[src/rtl/pc_sequencer.sv]
// pc_sequencer: fetch/execute program-counter sequencer.
// It walks IDLE -> FETCH -> EXEC -> (FETCH | HALT). The PC, the fetched
// instruction and the retired count are registered. imem_req and halted
// decode directly from the state register.
module pc_sequencer #(
    parameter logic [31:0] RESET_PC = 32'h0000_0000,
    parameter logic [31:0] PC_STEP  = 32'd4
) (
    input  logic        i_clk,
    input  logic        i_rst,
    input  logic        i_start,
    input  logic        i_imem_ack,
    input  logic [31:0] i_imem_rdata,
    input  logic        i_exec_done,
    input  logic        i_redirect_valid,
    input  logic [31:0] i_redirect_target,
    input  logic        i_halt_req,
    output logic [31:0] o_pc_out,
    output logic        o_imem_req,
    output logic [31:0] o_imem_addr,
    output logic [31:0] o_instr,
    output logic        o_instr_valid,
    output logic        o_halted,
    output logic        o_misalign,
    output logic [31:0] o_retired
);

    typedef enum logic [1:0] {
        S_IDLE  = 2'd0,
        S_FETCH = 2'd1,
        S_EXEC  = 2'd2,
        S_HALT  = 2'd3
    } state_t;

    state_t      r_state;
    state_t      w_state_nxt;
    logic [31:0] r_pc;
    logic [31:0] r_instr;
    logic        r_instr_valid;
    logic        r_misalign;
    logic [31:0] r_retired;

    logic        w_ack_taken;
    logic        w_done_taken;
    logic        w_bad_target;
    logic [31:0] w_next_pc;

    // Handshakes count only in the state that owns them. Inputs in any other state are ignored.
    assign w_ack_taken  = (r_state == S_FETCH) && i_imem_ack;
    assign w_done_taken = (r_state == S_EXEC) && i_exec_done;
    assign w_bad_target = i_redirect_valid && (i_redirect_target[1:0] != 2'b00);
    assign w_next_pc    = i_redirect_valid ? i_redirect_target : (r_pc + PC_STEP);

    // State register
    always_ff @(posedge i_clk) begin
        if (i_rst) r_state <= S_IDLE;
        else       r_state <= w_state_nxt;
    end

    // Next-state logic. A misaligned redirect wins over halt_req, and halt_req wins over a normal fetch.
    always_comb begin
        w_state_nxt = r_state;
        case (r_state)
            S_IDLE:  if (i_start) w_state_nxt = S_FETCH;
            S_FETCH: if (i_imem_ack) w_state_nxt = S_EXEC;
            S_EXEC: begin
                if (i_exec_done) begin
                    if (w_bad_target || i_halt_req) w_state_nxt = S_HALT;
                    else                            w_state_nxt = S_FETCH;
                end
            end
            S_HALT:  w_state_nxt = S_HALT;
            default: w_state_nxt = S_IDLE;
        endcase
    end

    // Datapath registers: PC, latched instruction, valid pulse, sticky misalign flag and retire counter
    always_ff @(posedge i_clk) begin
        if (i_rst) begin
            r_pc          <= RESET_PC;
            r_instr       <= 32'h0;
            r_instr_valid <= 1'b0;
            r_misalign    <= 1'b0;
            r_retired     <= 32'h0;
        end else begin
            r_instr_valid <= w_ack_taken;
            if (w_ack_taken) r_instr <= i_imem_rdata;
            if (w_done_taken) begin
                r_retired <= r_retired + 32'd1;
                // A misaligned redirect keeps the PC of the offending instruction.
                if (w_bad_target) r_misalign <= 1'b1;
                else              r_pc       <= w_next_pc;
            end
        end
    end

    assign o_pc_out      = r_pc;
    assign o_imem_addr   = r_pc;
    assign o_imem_req    = (r_state == S_FETCH);
    assign o_halted      = (r_state == S_HALT);
    assign o_instr       = r_instr;
    assign o_instr_valid = r_instr_valid;
    assign o_misalign    = r_misalign;
    assign o_retired     = r_retired;

endmodule

[config.mk]
export PLATFORM = sky130hd
export DESIGN_NAME = pc_sequencer
export DESIGN_NICKNAME = d
export VERILOG_FILES = /design/src/rtl/pc_sequencer.sv
export SDC_FILE = /design/constraint.sdc
export NUM_CORES = 1
export LEC_CHECK = 0
export CAP_MARGIN = 5
export CELL_PAD_IN_SITES_DETAIL_PLACEMENT = 1
export CELL_PAD_IN_SITES_GLOBAL_PLACEMENT = 2
export CORE_MARGIN = 4
export CORE_UTILIZATION = 26
export CTS_CLUSTER_SIZE = 20
export DETAILED_ROUTE_END_ITERATION = 10
export PLACE_DENSITY_LB_ADDON = 0.3
export SYNTH_ARGS = -nofsm -noshare
export SYNTH_HDL_FRONTEND = slang
export SYNTH_SLANG_ARGS = --single-unit
[constraint.sdc]
create_clock -name i_clk -period 4.4 [get_ports i_clk]
set_clock_uncertainty 0.2 [all_clocks]
set_input_delay 0.88 -clock i_clk [delete_from_list [all_inputs] [get_ports i_clk]]
set_output_delay 0.88 -clock i_clk [all_outputs]
set_load 0.01 [all_outputs]
; ---- Yosys cells after proc, flatten, opt, wreduce, memory -nomap -nowiden
; Cells that the tools add are included.
[op_classes]
addsub = 2
mul = 0
div = 0
order_cmp = 0
n_eq_ne = 6
shift = 0
n_mux = 6
n_bitwise = 1
reduce_logical = 9
[op_table]
columns = op, count
row1 = adder 32 x 1 -> 32 bit (second input constant), 1
row2 = adder 32 x 3 -> 32 bit (second input constant), 1
row3 = two-way mux 32 bit, 1
row4 = two-way mux 2 bit, 4
row5 = one-hot mux 2 bit (4 select lines), 1
row6 = inequality test 2 bit (second input constant), 3
row7 = == test 2 bit (second input constant), 2
row8 = AND reduction 2 bit, 2
row9 = logical AND 1 bit, 3
row10 = AND reduction 3 bit, 1
row11 = == test 2 x 1 -> 1 bit (second input constant), 1
row12 = zero test 2 bit, 1
row13 = nonzero test 2 bit, 1
row14 = logical OR 1 bit, 1
row15 = inverter 1 bit, 1
[totals]
reg_bits = 100
latchBits = 0
ramBits = 0
mem_bits_ro = 0
in_bits = 71
out_inout_bits = 132
elab_cells = 30
mem_count = 0

; ---- Depth between registers and ports, before layout
[depth]
depth_word = 6
mapped_depth = 7
mapped_depth_nobuf = 6

; ---- Least setup slack after synthesis
; OpenSTA, ideal clock, no wires.
[synth_path]
kind = input-to-reg
startpoint = in i_redirect_target[0]
endpoint = reg r_pc[31], in the netlist o_imem_addr[31]
setup_time_ns = 0.142
t_arrival_ns = 2.028
required_ns = 4.058
path_slack_ns = 2.030
path_stages = 6
n_path_buf = 1
cell_sequence = nor3b_2 -> and2_1 -> buf_2 -> mux2_2 -> a21oi_1 -> a311oi_1
[synth_via]
elab_chain_len = 4
[synth_rtl]
columns = item, line_no
row1 = "start, declared", 16  ; input logic [31:0] i_redirect_target,
row2 = nonzero test 2 bit, 51  ; assign w_bad_target = i_redirect_valid && (i_redirect_target[1:0] != 2'b00);
row3 = logical AND 1 bit, 51
row4 = inverter 1 bit (no line), --
row5 = AND reduction 2 bit (no line), --
row6 = "end signal, assigned", 92  ; else r_pc <= w_next_pc;
row7 = "end, declared", 37  ; logic [31:0] r_pc;
; No other way between the ends.
; A chain may end at the register's enable or synchronous reset.

; ---- Worst setup path in the final report
[layout_path]
startpoint = in i_exec_done
endpoint = reg r_retired[31], in the netlist o_retired[31]
[layout_via]
elab_chain_len = 1
[layout_rtl]
columns = item, line_no
row1 = "start, declared", 14  ; input logic i_exec_done,
row2 = logical AND 1 bit, 50  ; assign w_done_taken = (r_state == S_EXEC) && i_exec_done;
row3 = "end signal, assigned", 89  ; r_retired <= r_retired + 32'd1;
row4 = "end, declared", 41  ; logic [31:0] r_retired;
; No other way between the ends.

==> summary.md <==
| Metric | Value |
|---|---|
| Result of the run | `finished clean` |
| Register Area | `between 2000 and 2500 um2` |
| RSZ-0062 raised after global routing | `false` |
| DRC violations left | `0` |
| Yosys top cell area share | `0.407` |
| Type of the worst setup path | `in2reg` |
| Count of buffers inserted at the top-level ports | `202` |
| Core Region | `approximately 19,000 um2` |
| H-Tree Depth | `3` |
| Antenna violations before repair | `1` |
| Share of layout cells above drive strength 1 | `0.0684` |
| Minimum setup slack after placement | `~1.1 ns` |
| Required time at the endpoint of the critical path | `~4.4 ns` |
| Fraction of registers with async set/reset | `0` |
| Largest net degree at the start of global routing | `a little over 60` |
| Area growth syn-to-layout | `46.4%` |
| RD Place Congestion | `around 0.76` |
| Post-synthesis cell type with the largest combined area | `sky130_fd_sc_hd__dfxtp_1` |
| Fin Hold WS | `0.279 ns` |
| Most common library cell in the layout ignoring fill and taps | `sky130_fd_sc_hd__clkdlybuf4s50_1` |
| Vias in the first global route | `slightly above 5,000` |
| Count of antenna-violating nets left after detailed routing | `0` |
| Final setup slack of the worst path | `approximately 1.5 ns` |
| Final slew viol count | `0` |
| Slowest cell on the critical path | `sky130_fd_sc_hd__or4_4` |
| Setup TNS Final | `0 ns` |
| Clock-pin slew on the worst setup and hold paths | `~0.070 ns` |
| Hold Fails Final Rpt | `0` |
| Crit path capture type | `flop` |
| Peak supply drop | `~0.23 mV` |
| Setup Fix Bufs, Post-CTS | `0` |
| Detailed-route wire length per cell | `18.2 um` |
| Maxcap violations | `0` |
| FMAX | `about 340 MHz` |
| Final Setup Violations | `0` |
| Full die area | `21,200 um2` |
| Detailed-routed wire length on met2 | `just over 8000 um` |
| Post-synthesis net count | `approximately 640` |
| CTS buffer count | `9` |
| Largest buffer count on any clock path | `2` |
| Total number of nets in the final design | `799` |
| Gate count of the mapped netlist | `between 500 and 600` |
| Global-route congestion overflow total | `0` |
| Most used flip-flop cell after synthesis | `sky130_fd_sc_hd__dfxtp_1` |
| Post-cts repair resize count | `0` |
| Stage delay of the slowest cell on the critical path | `between 0.7 and 0.8 ns` |
| Library cell used as clock root buffer | `sky130_fd_sc_hd__clkbuf_16` |
| Shortest period the worst path allows | `2.92 ns` |
| Slew of the pin with the lowest slew margin | `1.28 ns` |
| Post-synthesis cell type count | `58` |
| Length of routed wiring on met1 | `7970 um` |
| Power density over the cells | `~270 nW/um2` |
| Number of inserted filler cells in the final layout | `approximately 2,100` |
| Multi-input logic area | `around 2500 um2` |
| Std-Cell Rows | `50` |
| Top layer in use | `met5` |
| Vias per cell | `around 5.1` |
| Worst rel slew slack | `0.149` |
| Initial DRC Count | `156` |
| Vias after detailed routing | `roughly 5,000` |
| Detailed-route wire length | `roughly 18,000 um` |
| Drt first pass iters | `4` |
| Clock network latency to the later pin of the worst-skew pair | `around 0.35 ns` |
| Type of origin of the critical path | `input pin` |
| Hold-fix buffers at CTS | `0` |
| Final worst-path cycle share | `0.665` |
| TritonCTS clock tree | `done` |
| Layout Utilization | `0.386` |
| Most frequent cells in the layout | `sky130_fd_sc_hd__clkdlybuf4s50_1 (200), sky130_fd_sc_hd__dfxtp_1 (100), sky130_fd_sc_hd__nor2_1 (55), sky130_fd_sc_hd__nand2_1 (49), sky130_fd_sc_hd__a22o_1 (34)` |
| Horizontal die dimension | `between 100 and 150 um` |
| Hold WC Path Type | `reg2reg` |
| Post-synth EDFFs | `0` |
| Top cells by area, synth | `sky130_fd_sc_hd__dfxtp_1 (41%), sky130_fd_sc_hd__a22o_1 (6.1%), sky130_fd_sc_hd__buf_4 (4.9%)` |
| Cell chain of the critical path | `clkdlybuf4s50_1 -> nand3b_1 -> or4_4 -> nor4_1 -> xnor2_1 -> nor2_1` |
| Count of warnings emitted by yosys | `0` |
| GRT Resource Usage Total | `0.161` |
| Starting density of the core | `0.264` |
| Post-Synthesis Cell Area | `between 4000 and 5000 um2` |
| Routed wl met3 | `1170 um` |
| Share of synthesized area occupied by flip-flops and latches | `0.407` |
| Die Height | `around 150 um` |
| FF+latch count, synth | `100` |
| Crit path arrival time | `2.94 ns` |
| Mapped Avg Cell Area | `about 8.6 um2` |
| CTS sink cnt | `100` |
| Largest fanout on the critical path | `14` |
| Count of pins on the block boundary | `about 200` |
| Wire length of the first global-routing pass | `roughly 28,000 um` |
| Post-detailed-placement half-perimeter wirelength | `around 13,000 um` |
| Leak pwr | `between 2 and 2.5 nW` |
[synthesized netlist by cell type, types with 9 or more instances]
library cell               count
sky130_fd_sc_hd__buf_4        32
sky130_fd_sc_hd__dfxtp_1     100
sky130_fd_sc_hd__a22o_1       34
sky130_fd_sc_hd__nand3_1      20
sky130_fd_sc_hd__nor3_1       18
sky130_fd_sc_hd__nand2_1      49
sky130_fd_sc_hd__xnor2_1      22
sky130_fd_sc_hd__inv_1        11
sky130_fd_sc_hd__a21oi_1      32
sky130_fd_sc_hd__nor2_1       55
sky130_fd_sc_hd__clkbuf_1     26
sky130_fd_sc_hd__and4_1        9
sky130_fd_sc_hd__o21ai_0      29
[kinds of logic after synthesis]
kind of cell               count (synthesis)  synth area share
xor gates and xnor gates                  26            0.0463
DFF                                      100             0.407
and+or+nand+nor                          221             0.250
adders and majority gates                  2           0.00509
buffers and inverters                     74            0.0829
AOI/OAI and AO/OA                        137             0.190
muxes                                      9            0.0188
[registers in the layout, summed over array words and instances (netlist names)]
signal	flops
o_imem_addr	32
o_instr	32
o_retired	32
r_state	2
o_instr_valid	1
o_misalign	1
[layer usage]
metal / up-vias / track usage
li1: 2353 / -
met1: 2372 / 0.198
met2: 145 / 0.272
met3: 14 / 0.0498
met4: 2 / 0.0456
met5: - / 0
[path summary, 6_finish.rpt]
| kind | end | cells past startpoint | slack, ns | from |
|---|---|---|---|---|
| setup / recovery | o_retired[31] | 6 | 1.48 | i_exec_done |
| hold / removal | o_instr[16] | 1 | 0.28 | o_instr[16] |
| setup reg to reg | o_imem_addr[18] | 7 | 1.82 | o_imem_addr[2] |
| hold reg to reg | o_instr[16] | 1 | 0.28 | o_instr[16] |
[report_power, final]
part	switching, W	leakage (nW)	internal [W]
sequential	0.0000187	0.808	0.000924
clock	0.000390	0.135	0.000393
combinational	0.0000896	1.41	0.000121
total	0.000498	2.36	0.00144
[through the flow]
stage                     instance area [um2]  total power, W  instances
after detailed placement                 6910         0.00118        949
final                                    7200         0.00194        966
after global placement                   6910         0.00117        949
after CTS                                7200         0.00197        965
after global routing                     7200         0.00202        965
after floorplan                          4920         0.00104        569
[critical path, delay by kind of cell]
| kind | cells | cell delay, ns |
|---|---|---|
| xor gates and xnor gates | 1 | 0.17 |
| and+or+nand+nor | 4 | 1.36 |
| buffers and inverters | 1 | 0.52 |
[cell type report]
type	instances	area share
multi-input combinational	395	0.349
clock inverter	7	0.00834
sequential	100	0.278
clock buffer	9	0.0313
timing repair buffer	209	0.287
antenna	1	0.000347
tap	234	0.0407
inverter	11	0.00573
No activity file was read; power rests on OpenSTA's default activity.
